--- config.mk ---
export PLATFORM = sky130hd
export DESIGN_NAME = trng_frame_scheduler_flat
export DESIGN_NICKNAME = d
export VERILOG_FILES = /design/src/rtl/trng_link_pkg.sv /design/src/rtl/trng_frame_scheduler_if.sv /design/src/rtl/trng_byte_fifo.sv /design/src/rtl/trng_frame_scheduler.sv /design/src/flat_wrapper.sv
export SDC_FILE = /design/constraint.sdc
export NUM_CORES = 1
export LEC_CHECK = 0
export CAP_MARGIN = 20
export CORE_MARGIN = 3
export CORE_UTILIZATION = 59
export DETAILED_ROUTE_END_ITERATION = 10
export PLACE_DENSITY = 0.77
export SETUP_SLACK_MARGIN = 0.3
export SLEW_MARGIN = 30
export SYNTH_ARGS = -nofsm -noshare
export SYNTH_HDL_FRONTEND = slang
export SYNTH_SLANG_ARGS = --single-unit
--- constraint.sdc ---
create_clock -name clk -period 4.67 [get_ports clk]
set_clock_uncertainty 0.05 [all_clocks]
set_input_delay 0.934 -clock clk [delete_from_list [all_inputs] [get_ports clk]]
set_output_delay 0.934 -clock clk [all_outputs]
set_load 0.1 [all_outputs]
--- src/rtl/trng_link_pkg.sv ---
// Shared definitions for the TRNG link framing path.
//   state_e          : frame scheduler FSM encoding
//   HEADER_BYTE_DEF  : default first byte of every frame
//   BYTE_W / OVF_W   : data byte width and overflow counter width
//   PCNT_W           : payload counter width
//   sat_inc()        : saturating increment for the overflow counter
package trng_link_pkg;

  typedef enum logic [2:0] {
    ST_IDLE,
    ST_SEND_HDR,
    ST_SEND_PAY,
    ST_SEND_TRL,
    ST_GAP,
    ST_DONE
  } state_e;

  localparam int         BYTE_W          = 8;
  localparam int         OVF_W           = 8;
  localparam int         PCNT_W          = 16;
  localparam logic [7:0] HEADER_BYTE_DEF = 8'hA5;

  function automatic logic [OVF_W-1:0] sat_inc(input logic [OVF_W-1:0] v);
    return (v == '1) ? v : v + OVF_W'(1);
  endfunction

endpackage

--- src/rtl/trng_frame_scheduler_if.sv ---
// Byte-stream link bundle around the frame scheduler.
//   rnd_valid/rnd_byte : single-cycle strobe + byte from the LSB packer
//   is_transmitting    : UART sender busy
//   tx_byte/transmit   : byte + single-cycle send strobe to the UART sender
// master = scheduler side, slave = packer/UART side.
interface trng_frame_scheduler_if;
  import trng_link_pkg::*;

  logic              rnd_valid;
  logic [BYTE_W-1:0] rnd_byte;
  logic              is_transmitting;
  logic [BYTE_W-1:0] tx_byte;
  logic              transmit;

  modport master (
    input  rnd_valid, rnd_byte, is_transmitting,
    output tx_byte, transmit
  );

  modport slave (
    output rnd_valid, rnd_byte, is_transmitting,
    input  tx_byte, transmit
  );

endinterface

--- src/rtl/trng_byte_fifo.sv ---
// Synchronous byte FIFO, no read bypass (a push into an empty FIFO is visible
// from the next cycle). Flush has priority over push/pop.
//   clk, rst        : clock, asynchronous active-high reset
//   flush           : empty the FIFO at the next edge
//   push, wr_data   : write request (accepted when not full, or full with pop)
//   pop, rd_data    : read request, rd_data is the current head
//   full, empty     : status
//   count           : number of stored entries
module trng_byte_fifo
  import trng_link_pkg::*;
#(
  parameter int DEPTH = 16
) (
  input  logic                    clk,
  input  logic                    rst,
  input  logic                    flush,
  input  logic                    push,
  input  logic [BYTE_W-1:0]       wr_data,
  input  logic                    pop,
  output logic [BYTE_W-1:0]       rd_data,
  output logic                    full,
  output logic                    empty,
  output logic [$clog2(DEPTH):0]  count
);
  localparam int AW = $clog2(DEPTH);

  logic [BYTE_W-1:0] mem_q [DEPTH];
  logic [AW-1:0]     wr_ptr_q, wr_ptr_d;
  logic [AW-1:0]     rd_ptr_q, rd_ptr_d;
  logic [AW:0]       cnt_q, cnt_d;
  logic              do_push, do_pop;

  assign full    = (cnt_q == (AW+1)'(DEPTH));
  assign empty   = (cnt_q == '0);
  assign count   = cnt_q;
  assign rd_data = mem_q[rd_ptr_q];

  always_comb begin
    do_pop   = pop && !empty && !flush;
    // A full FIFO can still take a byte when the head leaves in the same cycle.
    do_push  = push && (!full || do_pop) && !flush;
    wr_ptr_d = wr_ptr_q;
    rd_ptr_d = rd_ptr_q;
    cnt_d    = cnt_q;
    if (flush) begin
      wr_ptr_d = '0;
      rd_ptr_d = '0;
      cnt_d    = '0;
    end else begin
      // Pointers wrap naturally because DEPTH is a power of two.
      if (do_push) wr_ptr_d = wr_ptr_q + AW'(1);
      if (do_pop)  rd_ptr_d = rd_ptr_q + AW'(1);
      case ({do_push, do_pop})
        2'b10:   cnt_d = cnt_q + (AW+1)'(1);
        2'b01:   cnt_d = cnt_q - (AW+1)'(1);
        default: cnt_d = cnt_q;
      endcase
    end
  end

  always_ff @(posedge clk or posedge rst) begin
    if (rst) begin
      wr_ptr_q <= '0;
      rd_ptr_q <= '0;
      cnt_q    <= '0;
    end else begin
      wr_ptr_q <= wr_ptr_d;
      rd_ptr_q <= rd_ptr_d;
      cnt_q    <= cnt_d;
    end
  end

  // Storage is not reset; only entries between the pointers are ever read.
  always_ff @(posedge clk) begin
    if (do_push) mem_q[wr_ptr_q] <= wr_data;
  end

endmodule

--- src/rtl/trng_frame_scheduler.sv ---
// Frames the TRNG byte stream for the PC link: header, PAYLOAD_LEN buffered
// random bytes, XOR checksum trailer. Random bytes arriving while a frame is
// in flight are queued in a small FIFO; bytes that find it full are dropped
// and counted in ovf_cnt (saturating).
//   clk, rst    : clock, asynchronous active-high reset
//   start       : single-cycle frame request (ignored while busy)
//   link        : packer strobe/byte in, UART tx_byte/transmit/is_transmitting
//   busy        : frame accepted and not yet finished
//   frame_done  : single-cycle pulse at end of frame
//   ovf_cnt     : dropped payload bytes in the current or last frame
module trng_frame_scheduler
  import trng_link_pkg::*;
#(
  parameter int         PAYLOAD_LEN = 64,
  parameter int         FIFO_DEPTH  = 16,
  parameter logic [7:0] HEADER_BYTE = HEADER_BYTE_DEF
) (
  input  logic                   clk,
  input  logic                   rst,
  input  logic                   start,
  trng_frame_scheduler_if.master link,
  output logic                   busy,
  output logic                   frame_done,
  output logic [OVF_W-1:0]       ovf_cnt
);
  localparam int                CNT_W   = $clog2(FIFO_DEPTH) + 1;
  localparam logic [PCNT_W-1:0] PAY_LEN = PCNT_W'(PAYLOAD_LEN);

  state_e              state_q, state_d;
  state_e              ret_q, ret_d;
  logic                gap_first_q, gap_first_d;
  logic [BYTE_W-1:0]   tx_byte_q, tx_byte_d;
  logic                transmit_q, transmit_d;
  logic                busy_q, busy_d;
  logic                frame_done_q, frame_done_d;
  logic [OVF_W-1:0]    ovf_q, ovf_d;
  logic [BYTE_W-1:0]   csum_q, csum_d;
  logic [PCNT_W-1:0]   pcnt_q, pcnt_d;

  logic                fifo_flush, fifo_push, fifo_pop;
  logic                fifo_full, fifo_empty;
  logic [BYTE_W-1:0]   fifo_rd;
  logic [CNT_W-1:0]    fifo_count;
  logic                can_send;

  trng_byte_fifo #(.DEPTH(FIFO_DEPTH)) u_fifo (
    .clk     (clk),
    .rst     (rst),
    .flush   (fifo_flush),
    .push    (fifo_push),
    .wr_data (link.rnd_byte),
    .pop     (fifo_pop),
    .rd_data (fifo_rd),
    .full    (fifo_full),
    .empty   (fifo_empty),
    .count   (fifo_count)
  );

  always_comb assert (fifo_count <= CNT_W'(FIFO_DEPTH));

  always_comb begin
    state_d      = state_q;
    ret_d        = ret_q;
    gap_first_d  = gap_first_q;
    tx_byte_d    = tx_byte_q;
    transmit_d   = 1'b0;
    busy_d       = busy_q;
    frame_done_d = 1'b0;
    ovf_d        = ovf_q;
    csum_d       = csum_q;
    pcnt_d       = pcnt_q;
    fifo_flush   = 1'b0;
    fifo_pop     = 1'b0;
    can_send     = !link.is_transmitting;

    case (state_q)
      ST_IDLE: begin
        if (start) begin
          state_d    = ST_SEND_HDR;
          fifo_flush = 1'b1;
          ovf_d      = '0;
          csum_d     = '0;
          pcnt_d     = '0;
          busy_d     = 1'b1;
        end
      end
      ST_SEND_HDR: begin
        if (can_send) begin
          tx_byte_d   = HEADER_BYTE;
          transmit_d  = 1'b1;
          state_d     = ST_GAP;
          ret_d       = ST_SEND_PAY;
          gap_first_d = 1'b1;
        end
      end
      ST_SEND_PAY: begin
        if (can_send && !fifo_empty) begin
          fifo_pop    = 1'b1;
          tx_byte_d   = fifo_rd;
          transmit_d  = 1'b1;
          csum_d      = csum_q ^ fifo_rd;
          pcnt_d      = pcnt_q + PCNT_W'(1);
          state_d     = ST_GAP;
          ret_d       = (pcnt_d == PAY_LEN) ? ST_SEND_TRL : ST_SEND_PAY;
          gap_first_d = 1'b1;
        end
      end
      ST_SEND_TRL: begin
        if (can_send) begin
          tx_byte_d   = csum_q;
          transmit_d  = 1'b1;
          state_d     = ST_GAP;
          ret_d       = ST_DONE;
          gap_first_d = 1'b1;
        end
      end
      ST_GAP: begin
        // The UART only raises is_transmitting after seeing our strobe, so
        // its value in the first gap cycle is stale and must not release us.
        if (gap_first_q)   gap_first_d = 1'b0;
        else if (can_send) state_d     = ret_q;
      end
      ST_DONE: begin
        frame_done_d = 1'b1;
        busy_d       = 1'b0;
        state_d      = ST_IDLE;
      end
      default: state_d = ST_IDLE;
    endcase

    // Random bytes are only buffered while a frame is live; outside that
    // window they are neither stored nor counted as lost.
    fifo_push = link.rnd_valid && (state_q != ST_IDLE) && (state_q != ST_DONE);
    if (fifo_push && fifo_full && !fifo_pop) ovf_d = sat_inc(ovf_q);
  end

  always_ff @(posedge clk or posedge rst) begin
    if (rst) begin
      state_q      <= ST_IDLE;
      ret_q        <= ST_IDLE;
      gap_first_q  <= 1'b0;
      tx_byte_q    <= '0;
      transmit_q   <= 1'b0;
      busy_q       <= 1'b0;
      frame_done_q <= 1'b0;
      ovf_q        <= '0;
      csum_q       <= '0;
      pcnt_q       <= '0;
    end else begin
      state_q      <= state_d;
      ret_q        <= ret_d;
      gap_first_q  <= gap_first_d;
      tx_byte_q    <= tx_byte_d;
      transmit_q   <= transmit_d;
      busy_q       <= busy_d;
      frame_done_q <= frame_done_d;
      ovf_q        <= ovf_d;
      csum_q       <= csum_d;
      pcnt_q       <= pcnt_d;
    end
  end

  assign link.tx_byte  = tx_byte_q;
  assign link.transmit = transmit_q;
  assign busy          = busy_q;
  assign frame_done    = frame_done_q;
  assign ovf_cnt       = ovf_q;

endmodule

--- src/flat_wrapper.sv ---
// flat-port wrapper written by rule: the top's interface ports become plain ports
module trng_frame_scheduler_flat import trng_link_pkg::*;
#(
  parameter int         PAYLOAD_LEN = 64,
  parameter int         FIFO_DEPTH  = 16,
  parameter logic [7:0] HEADER_BYTE = HEADER_BYTE_DEF
)
  (clk, rst, start, busy, frame_done, ovf_cnt, link_rnd_valid, link_rnd_byte, link_is_transmitting, link_tx_byte, link_transmit);
  trng_frame_scheduler_if link_i ();
  input  logic clk;
  input  logic rst;
  input  logic start;
  output logic busy;
  output logic frame_done;
  output logic [OVF_W-1:0] ovf_cnt;
  input wire logic [$bits(link_i.rnd_valid)-1:0] link_rnd_valid;
  input wire logic [$bits(link_i.rnd_byte)-1:0] link_rnd_byte;
  input wire logic [$bits(link_i.is_transmitting)-1:0] link_is_transmitting;
  output wire logic [$bits(link_i.tx_byte)-1:0] link_tx_byte;
  output wire logic [$bits(link_i.transmit)-1:0] link_transmit;
  assign link_i.rnd_valid = link_rnd_valid;
  assign link_i.rnd_byte = link_rnd_byte;
  assign link_i.is_transmitting = link_is_transmitting;
  assign link_tx_byte = link_i.tx_byte;
  assign link_transmit = link_i.transmit;
  trng_frame_scheduler #(.PAYLOAD_LEN(PAYLOAD_LEN), .FIFO_DEPTH(FIFO_DEPTH), .HEADER_BYTE(HEADER_BYTE)) u_core (.clk(clk), .rst(rst), .start(start), .link(link_i), .busy(busy), .frame_done(frame_done), .ovf_cnt(ovf_cnt));
endmodule
# --- Word-level counts from Yosys, hierarchy flattened ---
# Memory sizes are Yosys's and may differ from the RTL's.
# Cells that the tools add are included.
# W data, S select, Z words.
totals:
  n_memories: 1
  out_inout_bits: 19
  reg_bits: 63
  mem_bits_rw: 128
  input_bits: 13
classes:
  n_eq_ne: 19
  mux: 44
  n_addsub: 6
  n_reduce_logical: 34
  bitwise: 1
memory_table:
  columns: ["memory", "words", "word_bits", "rd", "rd_ports_with_merged_regs", "wr", "line", "rtl"]
  rows:
  - ["u_core.u_fifo.mem_q", 16, 8, 1, 0, 1, "trng_byte_fifo.sv:27", "logic [BYTE_W-1:0] mem_q [DEPTH];"]
ops:
  columns: ["operator", "count"]
  rows:
  - ["$mux W8", 8]
  - ["$mux W16", 2]
  - ["$pmux W16 S2", 1]
  - ["$mux W3", 8]
  - ["$pmux W8 S3", 1]
  - ["$add A16 B1 Y16 const B", 1]
  - ["$eq A16 B7 Y1 const B", 1]
  - ["$mux W4", 4]
  - ["$pmux W8 S2", 1]
  - ["$ne A2 B2 Y1 const B", 7]
  - ["$mux W1", 12]
  - ["$pmux W3 S4", 1]
  - ["$reduce_bool A2 Y1", 6]
  - ["$reduce_bool A3 Y1", 4]
  - ["$pmux W5 S2", 1]
  - ["$logic_and A1 B1 Y1", 9]
  - ["$pmux W3 S3", 1]
  - ["$reduce_and A3 Y1", 3]
  - ["$add A4 B1 Y4 const B", 2]
  - ["$add A8 B1 Y8 const B", 1]
  - ["$eq A8 B8 Y1 const B", 1]
  - ["$xor A8 B8 Y8", 1]
  - ["$eq A3 B2 Y1 const B", 2]
  - ["$eq A3 B3 Y1 const B", 2]
  - ["other kinds (19)", 24]

# --- Logic depth before layout (Yosys ltp) ---
depth:
  word_depth: 13
  depth_mapped: 15
  ltp_nobuf: 12

# --- By module ---
# Synthesis repeated with hierarchy kept, for this count alone.
hier_totals:
  cells_unflattened: 614
  hier_area_um2: 8541.9
by_module_without_submodules:
  columns: ["mod", "area_each_um2", "n_inst", "cells_each"]
  rows:
  - ["trng_byte_fifo", 5828.1, 1, 317]
  - ["trng_frame_scheduler", 2713.9, 1, 297]

# --- Worst setup path before layout ---
# No wires, ideal clock.
synth_timing:
  kind: "input port to flip-flop"
  from: "in link_is_transmitting"
  to: "reg u_core.u_fifo.cnt_q[3] (netlist: u_core.u_fifo.count[3])"
  setup_ps: 78
  cell_stages: 11
  slack_ps: 1156
  t_arrival_ps: 3387
  required_time_ps: 4542
  cell_sequence: "nor4b_1 -> o21ai_1 -> inv_2 -> buf_2 -> ha_1 -> buf_2 -> or3b_2 -> a21boi_0 -> nor3_1 -> or3b_2 -> a21oi_1"
synth_via:
  elab_chain_len: 12
  word_cells_on_any_way: 14
synth_rtl:
  columns: ["item", "line", "rtl"]
  rows:
  - ["from (decl)", "flat_wrapper.sv:18", "input wire logic [$bits(link_i.is_transmitting)-1:0] link_is_transmitting;"]
  - ["$logic_not A1 Y1 *", "trng_frame_scheduler.sv:74", "can_send = !link.is_transmitting;"]
  - ["$logic_and A1 B1 Y1 *", "trng_frame_scheduler.sv:97", "if (can_send && !fifo_empty) begin"]
  - ["$mux W1 *", "trng_frame_scheduler.sv:97", null]
  - ["$mux W1 *", "trng_frame_scheduler.sv:76", "case (state_q)"]
  - ["$logic_and A1 B1 Y1 * (2 in a row)", "trng_byte_fifo.sv:39", "do_pop = pop && !empty && !flush;"]
  - ["$logic_or A1 B1 Y1", "trng_byte_fifo.sv:41", "do_push = push && (!full || do_pop) && !flush;"]
  - ["$logic_and A1 B1 Y1 (2 in a row)", "trng_byte_fifo.sv:41", null]
  - ["$eq A2 B1 Y1 or $eq A2 B2 Y1 (tied branches)", "trng_byte_fifo.sv:53", "case ({do_push, do_pop})"]
  - ["$pmux W5 S2", "trng_byte_fifo.sv:53", null]
  - ["$mux W5", "trng_byte_fifo.sv:45", "if (flush) begin"]
  - ["to (signal assigned)", "trng_byte_fifo.sv:69", "cnt_q <= cnt_d;"]
  - ["to (decl)", "trng_byte_fifo.sv:30", "logic [AW:0] cnt_q, cnt_d;"]
# Mark *: on every way between the ends. The rest lies on a longest branch, timed or not.
# A chain may end at the register's enable or synchronous reset.

# --- Worst setup path after layout ---
layout_timing:
  from: "in link_is_transmitting"
  to: "reg u_core.u_fifo.cnt_q[4] (netlist: u_core.u_fifo.count[4])"
# Same word-level chain as after synthesis.

==> results.py <==
metrics = {
    "clock_network": {
        "hold_buffers": 0,
        "numCtsBuffers": 17,
        "clkTransAtPathRegs_ps": 60,
        "ctsRootBufferMaster": "clkbuf_16",
        "cts_max_path_buffers": 2,
        "cts_resized": 0,
        "clock_latency_ps": 430,
        "htree_levels": 4,
        "cts_tree": "yes",
        "cts.sinks": 191,
        "post_cts_buffers": 0,
    },
    "layout": {
        "final_common_cell": "edfxtp_1",
        "drive_above_1_share_pct": 10.15,
        "final_cell_count_no_fill": 850,
        "antenna_cells": 0,
        "areaGrowthSynthToFinish_pct": 11.08,
        "fin_nets": 685,
        "most-common-layout-cells": "edfxtp_1 (128), dfrtp_1 (62), mux2i_1 (46)",
        "fillers": 976,
        "stdcell_area_um2": 9520,
    },
    "flow_run": {
        "max-cap-violations": 0,
    },
    "pwr": {
        "ir_worst_vdd_uv": 287.1,
        "powerDensity_nw_per_um2": 509.1,
        "p_leak_nw": 3.396,
    },
    "synthesis": {
        "synth_edf_count": 128,
        "syn_area_per_cell_um2": 13.27,
        "syn_inst": 646,
        "async_flop_share_pct": 32.98,
        "ys_seq_area_share_pct": 63.24,
        "synth-seq-cells": 191,
        "synth_fp_nets": 671,
        "ys_warn_count": 0,
        "synthFlopType": "edfxtp_1",
        "synthDistinctLibCells": 61,
        "mappedNetlistArea_um2": 8571,
    },
    "routing": {
        "via_per_inst": 6.169,
        "wl_per_cell_um": 20.08,
        "drtAntennaViolNets": 0,
        "drt-total-wl_um": 17060,
        "vias": 5244,
        "drc_errors": 0,
        "first_pass_iters": 5,
        "drtIter0Drc": 451,
    },
    "timing": {
        "drv_slew": 0,
        "rsz0062_at_grt": "no",
        "setup_tns_ps": 0,
        "fin_crit_sh_pct": 82.62,
        "worst_pin_slew_ps": 985.7,
        "finalHoldViolCount": 0,
        "setup_violations": 0,
        "slew_headroom_pct": 34.08,
        "fin_ws_ps": 811.4,
        "period_needed_ps": 3859,
        "fmax_mhz": 259.2,
    },
    "floorplan": {
        "initial_utilization_pct": 61.04,
        "num_io_pins": 32,
        "core_um2": 14040,
        "die_area_um2": 16010,
        "rows": 43,
        "fp.dieH_um": 126.5,
        "fp.dieW_um": 126.5,
    },
    "critical_path": {
        "critPathMaxStageDelay_ps": 540,
        "worstPathMaxFanout": 10,
        "endpoint_kind": "register",
        "worstSetupStartpoint": "link_is_transmitting",
        "arrival_ps": 4140,
        "crit_top_cell": "ha_1",
        "crit_type": "in2reg",
        "cp_slowest_cell": "nor4b_1",
        "r2r_start": "u_core.u_fifo.count[1]",
        "critical_path_required_ps": 4950,
        "path_cells": "clkdlybuf4s50_1 -> nor4b_1 -> or3_4 -> and2_4 -> clkinv_4 -> ha_1 -> xor2_1 -> ha_1 -> a21boi_0 -> o221ai_1 -> a211oi_1 -> o211ai_1 -> o31ai_1",
        "critPathLaunchType": "primary input",
    },
    "placed_design": {
        "post-place-cells": 821,
        "place_area_um2": 8959,
        "io_buffers": 31,
        "preCtsSetupSlack_ps": 436.7,
        "dpl.hpwl_um": 11470,
        "gp_congestion": 0.8471,
    },
    "worst_hold_path": {
        "min_from": "u_core.ret_q[2]",
        "hp-class": "reg2reg",
    },
    "global_routing": {
        "grt.overflow.total": 0,
        "antenna_found_initial": 0,
        "grt_pass1_vias": 5185,
        "track_usage_pct": 22.24,
        "grt_max_degree": 46,
        "grt_pass1_wl_um": 27750,
    },
    "run_status": {
        "status": "finished, final reports clean",
    },
}
report_power, final:
part	internal, mW	switching [mW]	leakage (nW)
sequential	2.00	0.215	1.99
clock	0.784	0.610	0.268
combinational	0.443	0.799	1.14
cell families after synthesis:
logic type | count (synthesis) | share of synthesized area (%)
flops | 191 | 63.24
mux | 64 | 9.839
compound gates | 112 | 8.482
xor+xnor | 20 | 2.044
buf+inv | 61 | 3.182
simple gates | 186 | 11.46
fa+ha+maj | 12 | 1.752
critical path, delay by kind of cell:
family                   cells  cell delay (ps)
XOR/XNOR                     1              180
buffers and inverters        2              580
AO/OA/AOI/OAI                5              930
adder cells (fa/ha/maj)      2              520
AND/OR/NAND/NOR              3              980
registers in the layout (all words and copies together), names as in the netlist:
| name | cells |
|---|---|
| u_core.state_q | 3 |
| u_core.ret_q | 3 |
| u_core.gap_first_q | 1 |
| u_core.ovf_cnt | 8 |
| u_core.busy | 1 |
| u_core.csum_q | 8 |
| u_core.u_fifo.rd_ptr_q | 4 |
| u_core.frame_done | 1 |
| u_core.u_fifo.wr_ptr_q | 4 |
| u_core.u_fifo.count | 5 |
| u_core.pcnt_q | 16 |
| u_core.link.transmit | 1 |
| u_core.u_fifo.mem_q | 128 |
| u_core.link.tx_byte | 8 |
metrics by stage:
step           hold WS (ps)  power (mW)  utilization [%]
2_1_floorplan         394.6       3.168                -
3_3_place_gp          408.8       3.437            63.78
3_5_place_dp          416.5       3.484            63.80
4_1_cts               430.9       4.861            67.79
5_1_grt               445.1       5.048            67.80
6_report              429.3       4.847            67.80
final timing paths:
kind / to / slack, ps / cells after the start
max: u_core.u_fifo.count[4] / 810 / 13
min: u_core.ret_q[2] / 430 / 1
max reg2reg: u_core.u_fifo.count[3] / 1090 / 10
min reg2reg: u_core.ret_q[2] / 430 / 1
max in group asynchronous: u_core.u_fifo.rd_ptr_q[0] / 2910 / 3
min in group asynchronous: u_core.state_q[2] / 900 / 2
cell usage after synthesis (5+ instances only):
master    number  share of area [%]
nand4_1        7               0.51
inv_1         17               0.74
buf_2         19                1.1
and2_1        15                1.1
dfrtp_1       63                 18
xnor2_1        9               0.92
a221oi_1      16                1.6
nor2_1        34                1.5
clkbuf_1      18               0.79
nor3_1        20                1.2
mux2i_1       46                5.4
ha_1          12                1.8
a21o_1         6               0.53
and3_1         6               0.44
xor2_1        11                1.1
nor4_1         5               0.36
nand2_1       40                1.8
o21ai_0       39                2.3
nand3_1       31                1.8
a21oi_1       15               0.88
a22oi_1        9               0.79
mux4_2        16                4.2
edfxtp_1     128                 45
metal layers:
layer	track usage, %	vias to the layer above	share of wire [%]
met2	35.49	133	49
met3	3.747	18	4.5
met5	0	-	0
met4	6.435	0	1.3
met1	32.07	2634	45
li1	-	2459	-
layout make-up:
type	count	area (um2)	area share, %
clock buffers	17	425.4	4.468
multi-input cells	394	2884	30.29
well taps	180	225.2	2.366
flip-flops and latches	191	5421	56.95
clock inverters	12	135.1	1.419
repair buffers	36	347.8	3.654
inverters	20	81.33	0.8543
Power figures use the tool's default switching activity.
==> RTL change 1 (config.mk and constraints unchanged) <==
Register the input `start` before use. The logic sees it one clock later. The other inputs are not delayed to match. Comments in the files are not updated.
--- a/src/rtl/trng_frame_scheduler.sv
+++ b/src/rtl/trng_frame_scheduler.sv
@@ -26,4 +26,10 @@
   localparam int                CNT_W   = $clog2(FIFO_DEPTH) + 1;
   localparam logic [PCNT_W-1:0] PAY_LEN = PCNT_W'(PAYLOAD_LEN);
+
+  logic start_q;
+
+  always_ff @(posedge clk) begin
+    start_q <= start;
+  end
 
   state_e              state_q, state_d;
@@ -76,5 +82,5 @@
     case (state_q)
       ST_IDLE: begin
-        if (start) begin
+        if (start_q) begin
           state_d    = ST_SEND_HDR;
           fifo_flush = 1'b1;
Formal check against the unedited RTL: not equivalent (a bounded check fails within 4 cycles, from zero or initial values and one cycle with rst high).
==> RTL change 1 against the unedited design <==
Clock power grew 4%; routed wire length up 11%; combinational power up 3%; first-iteration DRC count increased by 22%; cell area grew 4.4%; setup slack got worse by 0.20 ns; final cell count grew 5.3%; non-clock buffer count rose by 1; largest cell class unchanged; area after synthesis is 4.4% higher; sequential cell count up 1; die area up 4.2%; power is 1.0% higher; worst hold slack improved by 0.015 ns.
==> RTL change 1: results (changes against the unedited design) <==
outcome:
  outcome: "complete, no violations"
cells_and_area:
  multiInputCombCellCount: 436  # +11%
  seq_area_frac: 0.547  # -0.0220
  num-nonclk-inverters: 14  # -30%
  clock_buffers: 18  # +1
  non_clock_buffer_count: 37  # +2.8%
  drive_above_1_share: 0.111  # +0.00962
  final_cells: 895  # +5.3%
  area_share_clock_buf_inv: 0.0594  # +0.000538
  layout.nonclk_buf_frac: 0.0358  # -0.000785
  final_nets: 723  # +5.5%
  multi_input_area_share: 0.329  # +0.0257
  num-fill-cells: 1018  # +4.3%
worst_setup_path:
  timing.critical_path.to: "u_core.u_fifo.count[3]"
  rrSetupSlack_ns: 0.75  # -0.34 ns
  ff2ff_path_depth: 10  # unchanged
  cpLargestDelayFamily: "simple AND/OR/NAND/NOR gates"
  slowest_delay_ns: 0.62  # +0.08 ns
  critPathSlowestCell: "sky130_fd_sc_hd__clkdlybuf4s50_1"
  cp_data_arrival_time_ns: 4.37  # +0.23 ns
  crit-reg2reg-capture: "u_core.u_fifo.count[3]"
sta:
  timing.hold.ws_ns: 0.444  # +0.0148 ns
  max_clock_freq_mhz: 246  # -5.0%
yosys:
  yosysWarnings: 0  # unchanged
  synth_cell_type_count: 64  # +4.9%
  synth.avg_cell_area_um2: 13.0  # -2.0%
  yosys-top-cells-area: "sky130_fd_sc_hd__edfxtp_1 (43%), sky130_fd_sc_hd__dfrtp_1 (18%), sky130_fd_sc_hd__mux2i_1 (4.1%)"
  ys_top_cells_by_count: "sky130_fd_sc_hd__edfxtp_1 (128), sky130_fd_sc_hd__dfrtp_1 (63), sky130_fd_sc_hd__nand2_1 (39)"
  synthArstFlopShare: 0.328  # -0.00172
  mappedNetlistNets: 713  # +6.3%
  synth.yosys.seq_area_share: 0.608  # -0.0246
clock_tree:
  cts_sinks: 192  # +0.52%
placed_design:
  gp_congestion: 0.889  # +5.0%
  post-place-ws_ns: 0.172  # -0.265 ns
  dp_hpwl_um: 12400  # +8.1%
global_route:
  grt_first_pass_wirelength_um: 30200  # +8.9%
  first_global_vias: 5564  # +7.3%
  grt_start_max_net_pins: 48  # +4.3%
  grt.total_usage: 0.239  # +0.0165
detailed_routing:
  detailedRoute.firstIterationViolations: 549  # +22%
  route.final.wire_length_um: 18900  # +11%
  num_vias: 5764  # +9.9%
pwr:
  max_ir_drop_vdd_mv: 0.327  # +14%
==> RTL change 1: per-stage QoR <==
| step | utilization | instance area [um2] |
|---|---|---|
| 2_1_floorplan | - | 8950 |
| 3_3_place_gp | 0.636 | 9340 |
| 3_5_place_dp | 0.636 | 9350 |
| 4_1_cts | 0.676 | 9940 |
| 5_1_grt | 0.676 | 9940 |
| 6_report | 0.676 | 9940 |
==> RTL change 1: logic make-up (layout without fill, tap and decap cells) <==
group | count (synthesis) | in the layout | share of synthesized area
simple gates | 206 | 206 | 0.130
buf+inv | 60 | 83 | 0.0281
mux | 54 | 54 | 0.0829
xor+xnor | 19 | 19 | 0.0186
fa+ha+maj | 12 | 12 | 0.0168
compound gates | 145 | 145 | 0.115
flops | 192 | 192 | 0.608
==> RTL change 1: power by group <==
part	switching (mW)	internal (mW)
clock	0.689	0.766
sequential	0.184	1.98
combinational	0.831	0.446
==> RTL change 1: metal layers <==
layer	track usage	routed length, um
met1	0.338	8550
met3	0.0495	881
met5	0	0
met4	0.0673	274
met2	0.381	9150
==> RTL change 2 (same flow settings) <==
Without the edit above. `FIFO_DEPTH` is set to 16 in 2 places; all go to 32.
--- a/src/rtl/trng_frame_scheduler.sv
+++ b/src/rtl/trng_frame_scheduler.sv
@@ -13,5 +13,5 @@
 #(
   parameter int         PAYLOAD_LEN = 64,
-  parameter int         FIFO_DEPTH  = 16,
+  parameter int         FIFO_DEPTH  = 32,
   parameter logic [7:0] HEADER_BYTE = HEADER_BYTE_DEF
 ) (
--- a/src/flat_wrapper.sv
+++ b/src/flat_wrapper.sv
@@ -3,5 +3,5 @@
 #(
   parameter int         PAYLOAD_LEN = 64,
-  parameter int         FIFO_DEPTH  = 16,
+  parameter int         FIFO_DEPTH  = 32,
   parameter logic [7:0] HEADER_BYTE = HEADER_BYTE_DEF
 )
Function: same outputs for any inputs over 4 cycles, from zero or initial values and one cycle with rst high; that may be too few to reach the edited logic, so the function may still have changed.
==> RTL change 2 against the unedited design <==
Area after synthesis rose by 59%; critical path depth grew 1; routed wire length is 58% higher; via count is 45% higher; power up 55%; critical endpoint unchanged; sequential cell count grew 131; first-iteration DRC count increased by 64%; cell area is 59% higher; setup slack improved by 0.36 ns; highest routed layer unchanged.
==> RTL change 2: results (changes against the unedited design) <==
global_route:
  grt_start_max_net_pins: 48  # +4.3%
  first_global_vias: 7544  # +45%
  grt_first_pass_wirelength_um: 42600  # +53%
  grt.total_usage: 0.223  # +0.000378
outcome:
  outcome: "complete, no violations"
yosys:
  synth.yosys.seq_area_share: 0.684  # +0.0517
  synthCells: 885  # +37%
  synth_cell_type_count: 65  # +6.6%
worst_setup_path:
  ff2ff_path_depth: 9  # -1
  cp_data_arrival_time_ns: 3.84  # -0.30 ns
  crit-reg2reg-capture: "u_core.u_fifo.count[5]"
  rrSetupSlack_ns: 1.35  # +0.26 ns
placed_design:
  dp_hpwl_um: 17000  # +48%
  post-place-ws_ns: 0.636  # +0.199 ns
  gp_congestion: 0.865  # +2.1%
pwr:
  leakagePower_nw: 5.13  # +51%
  power.density_cell_area_nw_per_um2: 497  # -2.4%
  combinational_fraction_of_design_power: 0.227  # -0.029
  p_seq_mw: 3.49  # +58%
detailed_routing:
  detailedRoute.firstIterationViolations: 738  # +64%
cells_and_area:
  drive_above_1_share: 0.142  # +0.0404
  largest_register_ffs: 256  # +100%
clock_tree:
  cts.htree.levels: 1  # -3
  cts_made_buffers: 31  # +14
hold_path:
  timing.hold.worst.start: "u_core.csum_q[6]"
sta:
  timing.hold.ws_ns: 0.428  # -0.00123 ns
==> RTL change 2: changes by cell type in the layout (fill, tap and decap cells not counted), moves of 12 or more <==
cell                        before  now
sky130_fd_sc_hd__buf_4           5   17
sky130_fd_sc_hd__edfxtp_1      128  256
sky130_fd_sc_hd__nand2_1        40   60
sky130_fd_sc_hd__o21ai_0        39   25
sky130_fd_sc_hd__clkbuf_16      17   31
sky130_fd_sc_hd__a221oi_1       16    4
sky130_fd_sc_hd__nor2_1         34   63
sky130_fd_sc_hd__mux4_2         16   48
==> RTL change 2: critical path: cells and delay by family <==
family                   cells  cell delay [ns]
adder cells (fa/ha/maj)      2             0.42
multiplexers                 1             0.13
XOR/XNOR                     2             0.23
AO/OA/AOI/OAI                3             0.54
AND/OR/NAND/NOR              4             0.99
buffers and inverters        2             0.60
==> RTL change 2: cells by family (layout without fill, tap and decap cells) <==
family | after synthesis | after routing | synth area share
flip-flops | 322 | 322 | 0.684
buffers and inverters | 60 | 112 | 0.0223
XOR/XNOR | 27 | 27 | 0.0173
AO/OA/AOI/OAI | 128 | 128 | 0.0621
multiplexers | 92 | 92 | 0.111
AND/OR/NAND/NOR | 243 | 243 | 0.0908
adder cells (fa/ha/maj) | 13 | 13 | 0.0119
==> RTL change 2: metal layers <==
layer,wire [um],vias to the layer above
met4,551,0
li1,-,3492
met2,13300,223
met3,1660,44
met5,0,-
met1,11500,3857
==> RTL change 2: area by class of cell <==
class	count	area (um2)	area share
Sequential cell	322	9350	0.619
Multi-Input combinational cell	503	4010	0.265
Clock buffer	37	798	0.0528
Timing Repair Buffer	48	423	0.0280
Tap cell	285	357	0.0236
Clock inverter	18	139	0.00919
Inverter	9	36.3	0.00240
